File: src/rtl/cpu_pkg.sv
// cpu_pkg: shared widths, ALU/jump opcodes and multiplier FSM states
package cpu_pkg;
  localparam int DATA_W = 32;
  localparam int PC_W = 5;
  localparam int REG_W = 5;
  localparam logic [4:0] ALU_ADD = 5'd0;
  localparam logic [4:0] ALU_SUB = 5'd1;
  localparam logic [4:0] ALU_AND = 5'd2;
  localparam logic [4:0] ALU_OR = 5'd3;
  localparam logic [4:0] ALU_XOR = 5'd4;
  localparam logic [4:0] ALU_SLL = 5'd5;
  localparam logic [4:0] ALU_SRL = 5'd6;
  localparam logic [4:0] ALU_SRA = 5'd7;
  localparam logic [4:0] ALU_SLT = 5'd8;
  localparam logic [4:0] ALU_SLTU = 5'd9;
  localparam logic [4:0] ALU_MUL = 5'd10;
  localparam logic [4:0] ALU_PASSB = 5'd11;
  localparam logic [3:0] JMP_NONE = 4'd0;
  localparam logic [3:0] JMP_JMP = 4'd1;
  localparam logic [3:0] JMP_BEQ = 4'd2;
  localparam logic [3:0] JMP_BNE = 4'd3;
  localparam logic [3:0] JMP_BLT = 4'd4;
  localparam logic [3:0] JMP_BGE = 4'd5;
  localparam logic [3:0] JMP_JR = 4'd6;
  typedef enum logic {IDLE, BUSY} mul_state_t;
endpackage

File: src/rtl/seq_multiplier.sv
// seq_multiplier: shift-add multiplier (start/a/b in; busy/done/product out), one operand bit per cycle
module seq_multiplier
  import cpu_pkg::*;
#(
  parameter int MUL_CYCLES = 32
) (
  input  logic              clk,
  input  logic              reset,
  input  logic              start,
  input  logic [DATA_W-1:0] a,
  input  logic [DATA_W-1:0] b,
  output logic              busy,
  output logic              done,
  output logic [DATA_W-1:0] product
);
  localparam int CW = $clog2(MUL_CYCLES) + 1;
  mul_state_t state, state_n;
  logic [DATA_W-1:0] a_q, b_q, acc, b_sh, partial;
  logic [CW-1:0] count;
  assign b_sh = b_q >> count;
  assign partial = b_sh[0] ? a_q << count : '0;
  assign product = acc + partial;
  assign busy = state == BUSY;
  assign done = busy && count == CW'(MUL_CYCLES - 1);
  always_comb state_n = state == IDLE ? (start ? BUSY : IDLE) : (done ? IDLE : BUSY);
  always_ff @(posedge clk) begin
    if (reset) begin
      state <= IDLE;
      a_q <= '0;
      b_q <= '0;
      acc <= '0;
      count <= '0;
    end else begin
      state <= state_n;
      if (state == IDLE && start) begin
        a_q <= a;
        b_q <= b;
        acc <= '0;
        count <= '0;
      end else if (busy) begin
        acc <= product;
        count <= count + 1'b1;
      end
    end
  end
endmodule

File: src/rtl/ex_stage.sv
// ex_stage: execute stage with ALU, branch resolve, sequential multiply and EX/MEM registers
module ex_stage
  import cpu_pkg::*;
#(
  parameter int MUL_CYCLES = 32
) (
  input  logic              clk,
  input  logic              reset,
  input  logic [PC_W-1:0]   in_pc,
  input  logic              in_halt,
  input  logic [DATA_W-1:0] in_rd1,
  input  logic [DATA_W-1:0] in_rd2,
  input  logic [DATA_W-1:0] in_imm,
  input  logic              in_alu_src,
  input  logic [4:0]        in_alu_op,
  input  logic [3:0]        in_jmp_type,
  input  logic              in_reg_wrenable,
  input  logic              in_mem_wrenable,
  input  logic              in_mem_to_reg,
  input  logic [REG_W-1:0]  in_write_reg,
  output logic              out_stall,
  output logic              out_take_jump,
  output logic [PC_W-1:0]   out_jump_target,
  output logic              out_flush,
  output logic [DATA_W-1:0] out_alu_result,
  output logic [DATA_W-1:0] out_store_data,
  output logic [REG_W-1:0]  out_write_reg,
  output logic              out_reg_wrenable,
  output logic              out_mem_wrenable,
  output logic              out_mem_to_reg,
  output logic              out_halt
);
  logic [DATA_W-1:0] a, b, alu, mul_product;
  logic is_mul, mul_busy, mul_done, cond, bubble;
  assign a = in_rd1;
  assign b = in_alu_src ? in_imm : in_rd2;
  assign is_mul = in_alu_op == ALU_MUL;
  seq_multiplier #(.MUL_CYCLES(MUL_CYCLES)) u_mul (
    .clk(clk),
    .reset(reset),
    .start(is_mul),
    .a(a),
    .b(b),
    .busy(mul_busy),
    .done(mul_done),
    .product(mul_product)
  );
  assign out_stall = mul_busy ? !mul_done : is_mul;
  always_comb begin
    case (in_alu_op)
      ALU_ADD: alu = a + b;
      ALU_SUB: alu = a - b;
      ALU_AND: alu = a & b;
      ALU_OR: alu = a | b;
      ALU_XOR: alu = a ^ b;
      ALU_SLL: alu = a << b[4:0];
      ALU_SRL: alu = a >> b[4:0];
      ALU_SRA: alu = $signed(a) >>> b[4:0];
      ALU_SLT: alu = {{(DATA_W-1){1'b0}}, $signed(a) < $signed(b)};
      ALU_SLTU: alu = {{(DATA_W-1){1'b0}}, a < b};
      ALU_MUL: alu = mul_product;
      ALU_PASSB: alu = b;
      default: alu = '0;
    endcase
  end
  always_comb begin
    case (in_jmp_type)
      JMP_JMP, JMP_JR: cond = 1'b1;
      JMP_BEQ: cond = in_rd1 == in_rd2;
      JMP_BNE: cond = in_rd1 != in_rd2;
      JMP_BLT: cond = $signed(in_rd1) < $signed(in_rd2);
      JMP_BGE: cond = $signed(in_rd1) >= $signed(in_rd2);
      default: cond = 1'b0;
    endcase
  end
  assign out_take_jump = cond && !out_halt;
  assign out_flush = out_take_jump;
  assign out_jump_target = in_jmp_type == JMP_JR ? in_rd1[PC_W-1:0] : in_pc + in_imm[PC_W-1:0];
  assign bubble = out_stall || out_halt;
  always_ff @(posedge clk) begin
    if (reset) begin
      out_alu_result <= '0;
      out_store_data <= '0;
      out_write_reg <= '0;
      out_reg_wrenable <= 1'b0;
      out_mem_wrenable <= 1'b0;
      out_mem_to_reg <= 1'b0;
      out_halt <= 1'b0;
    end else begin
      out_alu_result <= alu;
      out_store_data <= in_rd2;
      out_write_reg <= in_write_reg;
      out_reg_wrenable <= in_reg_wrenable && !bubble;
      out_mem_wrenable <= in_mem_wrenable && !bubble;
      out_mem_to_reg <= in_mem_to_reg && !bubble;
      out_halt <= out_halt || (in_halt && !out_stall);
    end
  end
endmodule

File: config.mk
export PLATFORM = sky130hd
export DESIGN_NAME = ex_stage
export DESIGN_NICKNAME = d
export VERILOG_FILES = /design/src/rtl/cpu_pkg.sv /design/src/rtl/seq_multiplier.sv /design/src/rtl/ex_stage.sv
export SDC_FILE = /design/constraint.sdc
export NUM_CORES = 1
export LEC_CHECK = 0
export ABC_AREA = 0
export ABC_CLOCK_PERIOD_IN_PS = 6300
export BUFFER_PORTS_ARGS = -buffer_cell sky130_fd_sc_hd__buf_2
export CORE_ASPECT_RATIO = 0.7
export CORE_UTILIZATION = 40
export CTS_CLUSTER_DIAMETER = 150
export DETAILED_ROUTE_END_ITERATION = 12
export GPL_TIMING_DRIVEN = 0
export HOLD_SLACK_MARGIN = 0.03
export PLACE_DENSITY = 0.59
export SETUP_SLACK_MARGIN = 0.5
export SLEW_MARGIN = 20
export SYNTH_ARGS = -nofsm -noshare
export SYNTH_HDL_FRONTEND = slang
export SYNTH_HIERARCHICAL = 1
export SYNTH_SLANG_ARGS = --single-unit
File: constraint.sdc
create_clock -name clk -period 6.3 [get_ports clk]
set_input_delay 1.26 -clock clk [delete_from_list [all_inputs] [get_ports clk]]
set_output_delay 1.26 -clock clk [all_outputs]
set_load 0.02 [all_outputs]
Word level (Yosys, flattened, before mapping):

Cells that the tools add are included.

* ROM bits: 0
* memory bits (writable): 0
* latch bits: 0
* memories kept: 0
* logic and storage cells: 75
* register bits: 176

* multiplexer cells: 9
* divide/modulo/power cells: 0
* eq/ne operators: 20
* $mul: 0
* order comparisons: 4
* add/subtract/negate cells: 5
* reductions and logical operators: 16
* bitwise operators: 4
* shift-type cells: 5

Operator list (count)
* 32-bit case mux with 12 select lines: 1
* 32-bit less-than comparator: 3
* 32-bit adder: 2
* 32-bit 2-to-1 mux: 2
* 32-bit bitwise AND: 1
* 32-bit equality test: 1
* 32-bit greater-or-equal comparator: 1
* 32-bit != test: 1
* 32-bit bitwise OR: 1
* 32-bit by 5-bit left shift with 32-bit output: 1
* 32-bit by 6-bit left shift with 32-bit output: 1
* 32-bit by 5-bit >> shifter with 32-bit output: 1
* 32-bit by 6-bit >> shifter with 1-bit output: 1
* 32-bit by 5-bit >>> shifter with 32-bit output: 1
* 32-bit subtractor: 1
* 32-bit bitwise XOR: 1
* 5-bit by 3-bit equality test with 1-bit output (second input constant): 4
* 5-bit by 4-bit equality test with 1-bit output (second input constant): 4
* 4-bit by 3-bit equality test with 1-bit output (second input constant): 3
* 5-bit by 2-bit equality test with 1-bit output (second input constant): 2
* 4-bit by 2-bit equality test with 1-bit output (second input constant): 2
* 1-bit logical AND: 7
* 6-bit by 1-bit adder with 6-bit output (second input constant): 1
* 6-bit by 5-bit equality test with 1-bit output (second input constant): 1
* 11 further kinds: 19

Logic depth before layout (Yosys ltp):

* depth in word-level cells: 7
* gate-level depth with buffers: 27
* mapped depth without buffers: 23

Cells and area by module:

The synthesis kept the hierarchy.

By module, submodules not included
* ex_stage: cells an instance 1757, area an instance 12166.7 µm², instances 1
* seq_multiplier: cells an instance 939, area an instance 7393.3 µm², instances 1

Worst setup path after synthesis:

No wires, ideal clock.

* path type: input port to flip-flop
* start point: input port in_alu_src
* end point: register out_alu_result[31]
* path slack: 1.030 ns
* setup time: 0.120 ns
* required time: 6.180 ns
* data arrival time: 5.150 ns
* stages: 15
* path through: buf_2 > clkbuf_1 > buf_1 > clkbuf_1 > mux2i_1 > ha_1 > or3_4 > or3_1 > o41ai_2 > nand2_1 > o211ai_2 > o31ai_2 > nor4b_4 > o31a_1 > o31a_1

* longest elaborated chain between the ends: 3
* elaborated cells on any way between the ends: 10
* classes of those cells: 2 x add/sub; 3 x shift; 2 x mux; 3 x bitwise

RTL lines
* start: declaration: line ex_stage.sv:14 `input logic in_alu_src,`
* 32-bit 2-to-1 mux (*): line ex_stage.sv:36 `assign b = in_alu_src ? in_imm : in_rd2;`
* 32-bit subtractor (tied with other cells): line ex_stage.sv:52 `ALU_SUB: alu = a - b;`
* 32-bit case mux with 12 select lines (*): line ex_stage.sv:50 `case (in_alu_op)`
* end signal: assignment: line ex_stage.sv:90 `out_alu_result <= alu;`
* end: declaration: line ex_stage.sv:25 `output logic [DATA_W-1:0] out_alu_result,`

Mark *: on every way between the ends. The rest lies on a longest branch, timed or not.
A chain may end at the register's enable or synchronous reset.

Final worst setup path:

* start point: input port in_alu_src
* end point: register out_alu_result[27]

* longest elaborated chain between the ends: 3
* elaborated cells on any way between the ends: 10
* classes of those cells: 2 x add/sub; 3 x shift; 2 x mux; 3 x bitwise

RTL lines
* 32-bit 2-to-1 mux (*): line ex_stage.sv:36
* net b[17]: line ex_stage.sv:33 `logic [DATA_W-1:0] a, b, alu, mul_product;`
* 32-bit subtractor or 32-bit adder (tied branches): line ex_stage.sv:52, ex_stage.sv:51
* 32-bit case mux with 12 select lines (*): line ex_stage.sv:50

Mark *: on every way through the listed nets, which the timed path passes. The rest lies on a longest branch.

==> impl_metrics.csv <==
group,metric,value,unit
floorplan,die_w,266,um
synth,ys_seq_area_frac,0.180,
clock_tree,clockBufferDepth,2,
clock_tree,root_buffer,"clkbuf_16",
final_layout,finalInstanceArea,0.0226,mm2
sta,clock_skew,0.0248,ns
final_layout,drive_above_1_share,0.155,
synth,netlist_instances,2696,
drt,drtIter0Drc,3673,
floorplan,fp.coreArea,0.0480,mm2
global_routing,grt_max_degree,23,
worst_setup_path,reg2regPathDepth,27,
synth,netlist_top_cells_area,"dfxtp_1 18%, ha_1 11%, mux2i_1 8.6%",
global_routing,grt_pass1_wl,161000,um
power,p_leak,9.71,nW
synth,ys_ff_latch,176,
worst_setup_path,start_kind,"input port",
worst_setup_path,crit_chain,"buf_2, clkbuf_2, clkbuf_2, o21ai_1, inv_1, ha_1, clkbuf_1, or3_1, o41ai_2, nand2_1, o211ai_2, or3_2, nand2_1, a2111oi_2, a21oi_1",
global_routing,antenna_found_initial,2,
clock_tree,cts_made_buffers,17,
global_routing,overflow,0,
sta,fmax,173,MHz
worst_setup_path,path_delay_family,"compound AO/OA/AOI/OAI gates",
sta,finalHoldViolCount,0,
synth,synth.distinct_cells,98,
worst_setup_path,crit_slowest_cell,"o21ai_1",
place,portBuffers,200,
synth,synth_edf_count,0,
floorplan,fp-row-count,67,
sta,rsz0062_at_grt,"false",
synth,synth_ff_type,"dfxtp_1",
worst_hold_path,worstHoldEndpoint,"u_mul/b_q[30]$_SDFFE_PP0P_",
synth,synth_commonest_cells,"355 x nand2_1, 290 x a21oi_1, 260 x nor2_1, 176 x dfxtp_1, 172 x ha_1",
place,dp_hpwl,94100,um
worst_hold_path,min_path_cells,2,
clock_tree,insertion_delay,0.50,ns
floorplan,ioPinCount,203,
floorplan,initial_core_util,0.407,
worst_setup_path,worstReg2RegStart,"u_mul/count[1]$_SDFFE_PP0P_",
power,p_per_area,176,mW/mm2
synth,synth_top_area_frac,0.180,
place,dpl_cell_area,0.0215,mm2
clock_tree,h-tree-depth,4,
worst_setup_path,crit_path_start,"in_alu_src",
job,drv_cap,0,
sta,slew_headroom,0.151,
floorplan,die_area,0.0498,mm2
worst_setup_path,slowest_delay,0.88,ns
clock_tree,cts.sinks,176,
synth,yosys.cell_count.top_type,"nand2_1",
worst_setup_path,worst-setup-path-type,"input port to flop",
worst_setup_path,cp-end-kind,"flop",
sta,tightest_slew,1.24,ns
place,gp_congestion,1.10,
power,total_power,3.98,mW
synth,syn_area,0.0196,mm2
drt,drc,0,
drt,vias_per_cell,6.63,
final_layout,fin_nets,3228,
worst_setup_path,timing.rr.end,"out_alu_result[29]$_SDFF_PP0_",
global_routing,track_usage,0.453,
global_routing,grt_pass1_vias,21791,
worst_setup_path,r2r_slack,0.58,ns
worst_setup_path,required,6.66,ns
synth,avgSynthCellArea,7.26,um2
outcome,status,"finished, final reports clean",
sta,fin_crit,5.78,ns
synth,synth_top_area_cell,"dfxtp_1",
drt,wirelength,116000,um
sta,maxSlewViolCount,0,
clock_tree,clk_pin_slew,0.10,ns
drt,num_vias,23877,
worst_setup_path,cp.buffers_inverters,5,
drt,wl_per_cell,32.3,um
floorplan,die_h,187,um
sta,setup_viol,0,
worst_hold_path,worstHoldStart,"u_mul/b_q[30]$_SDFFE_PP0P_",
worst_setup_path,crit_fanout,10,
worst_hold_path,hold_path_class,"flop to flop",
synth,ys_async_sr_fraction,0,
final_layout,area_growth,15.6,%
drt,ant_nets,0,
synth,yosys_warnings,6,
synth,synth_fp_nets,2994,
sta,fin_crit_sh,0.918,
drt,dr.pass1.iters,8,
power,peakVddDrop,0.120,mV
worst_setup_path,crit_arrival,6.14,ns
clock_tree,cts_tree,"yes",
[how the worst max path moves through the flow]
stage	end	depth (start not counted)
2_1_floorplan	out_alu_result[31]$_SDFF_PP0_	15
3_3_place_gp	out_alu_result[26]$_SDFF_PP0_	17
3_5_place_dp	out_alu_result[21]$_SDFF_PP0_	16
4_1_cts	out_alu_result[29]$_SDFF_PP0_	25
5_1_grt	out_alu_result[29]$_SDFF_PP0_	26
6_report	out_alu_result[27]$_SDFF_PP0_	15
[timing repair]
item | in CTS | in global routing
setup buffers | 0 | 10
resized for setup | 46 | 79
pin swaps | 3 | 6
hold buffers | 0 | 0
setup endpoints to repair | 21 | 15
[stage by stage]
step	hold slack, ns	cells	TNS [ns]	utilization	worst slack (ns)
2_1_floorplan	0.433	2696	0	-	1.03
3_3_place_gp	0.441	3551	-32.51	0.445	-1.90
3_5_place_dp	0.449	3556	-12.13	0.447	-1.08
4_1_cts	0.462	3588	0	0.463	0.512
5_1_grt	0.482	3598	0	0.470	0.447
6_report	0.463	3602	0	0.471	0.519
[worst register-to-register path, cell delays in order, from the launching register on]
cell and delay (ns):
dfxtp_1 0.38, buf_8 0.19, buf_6 0.20, buf_6 0.19
buf_4 0.22, mux2i_1 0.25, a21oi_1 0.15, and2_1 0.22
a211oi_2 0.26, a211oi_1 0.10, a21oi_2 0.24, nor2_1 0.13
ha_1 0.29, clkbuf_1 0.18, a21o_1 0.19, a21o_1 0.18
a21oi_2 0.18, o21ai_0 0.12, o21ai_1 0.20, o41ai_2 0.16
or2_2 0.31, xor2_1 0.15, nand2_1 0.12, o211ai_1 0.13
a221oi_2 0.30, o2111ai_2 0.22, a221oi_2 0.24, nor2_1 0.10
[kinds of logic (layout without fill, tap and decap cells)]
group / after synthesis / count (layout) / share of synthesized area
mux: 212 / 212 / 0.126
compound gates: 855 / 855 / 0.282
fa+ha+maj: 176 / 176 / 0.114
simple gates: 875 / 875 / 0.201
flops: 176 / 176 / 0.180
other cells: 0 / 4 / 0
xor+xnor: 61 / 61 / 0.0273
buf+inv: 341 / 588 / 0.0693
[final cells by class]
class	count	area, um2
Antenna cell	4	10.0
Buffer	194	868
Clock buffer	17	425
Clock inverter	15	215
Fill cell	4942	25400
Inverter	147	556
Multi-Input combinational cell	2179	15000
Sequential cell	176	3520
Tap cell	655	820
Timing Repair Buffer	215	1140
[routing by layer]
metal  GRT usage  vias up  routed length (um)
met5           0        -                  63
met4       0.138        6                3970
met3       0.209      261               19900
met2       0.593     1921               43500
met1       0.644    11486               49000
li1            -    10203                   -
[report_power, final]
part,switching [mW],leakage [nW],internal (mW)
combinational,1.15,7.96,0.461
sequential,0.0126,1.43,1.14
clock,0.653,0.310,0.560
[placed cells by master, fill, tap and decap left out, types with 31 or more instances in the layout]
| master | synthesis | layout |
|---|---|---|
| ha_1 | 172 | 169 |
| o211ai_1 | 41 | 41 |
| a21o_1 | 47 | 47 |
| clkbuf_1 | 129 | 110 |
| buf_2 | 32 | 235 |
| o21ai_0 | 154 | 133 |
| a211oi_1 | 58 | 56 |
| mux2i_1 | 168 | 159 |
| nand3_1 | 55 | 54 |
| nand2_1 | 355 | 354 |
| dfxtp_1 | 176 | 175 |
| nor2_1 | 260 | 258 |
| nor2b_1 | 34 | 33 |
| a21oi_1 | 290 | 281 |
| inv_1 | 142 | 142 |
| nor3_1 | 33 | 31 |
| xnor2_1 | 42 | 42 |
No activity file was read; power rests on OpenSTA's default activity.
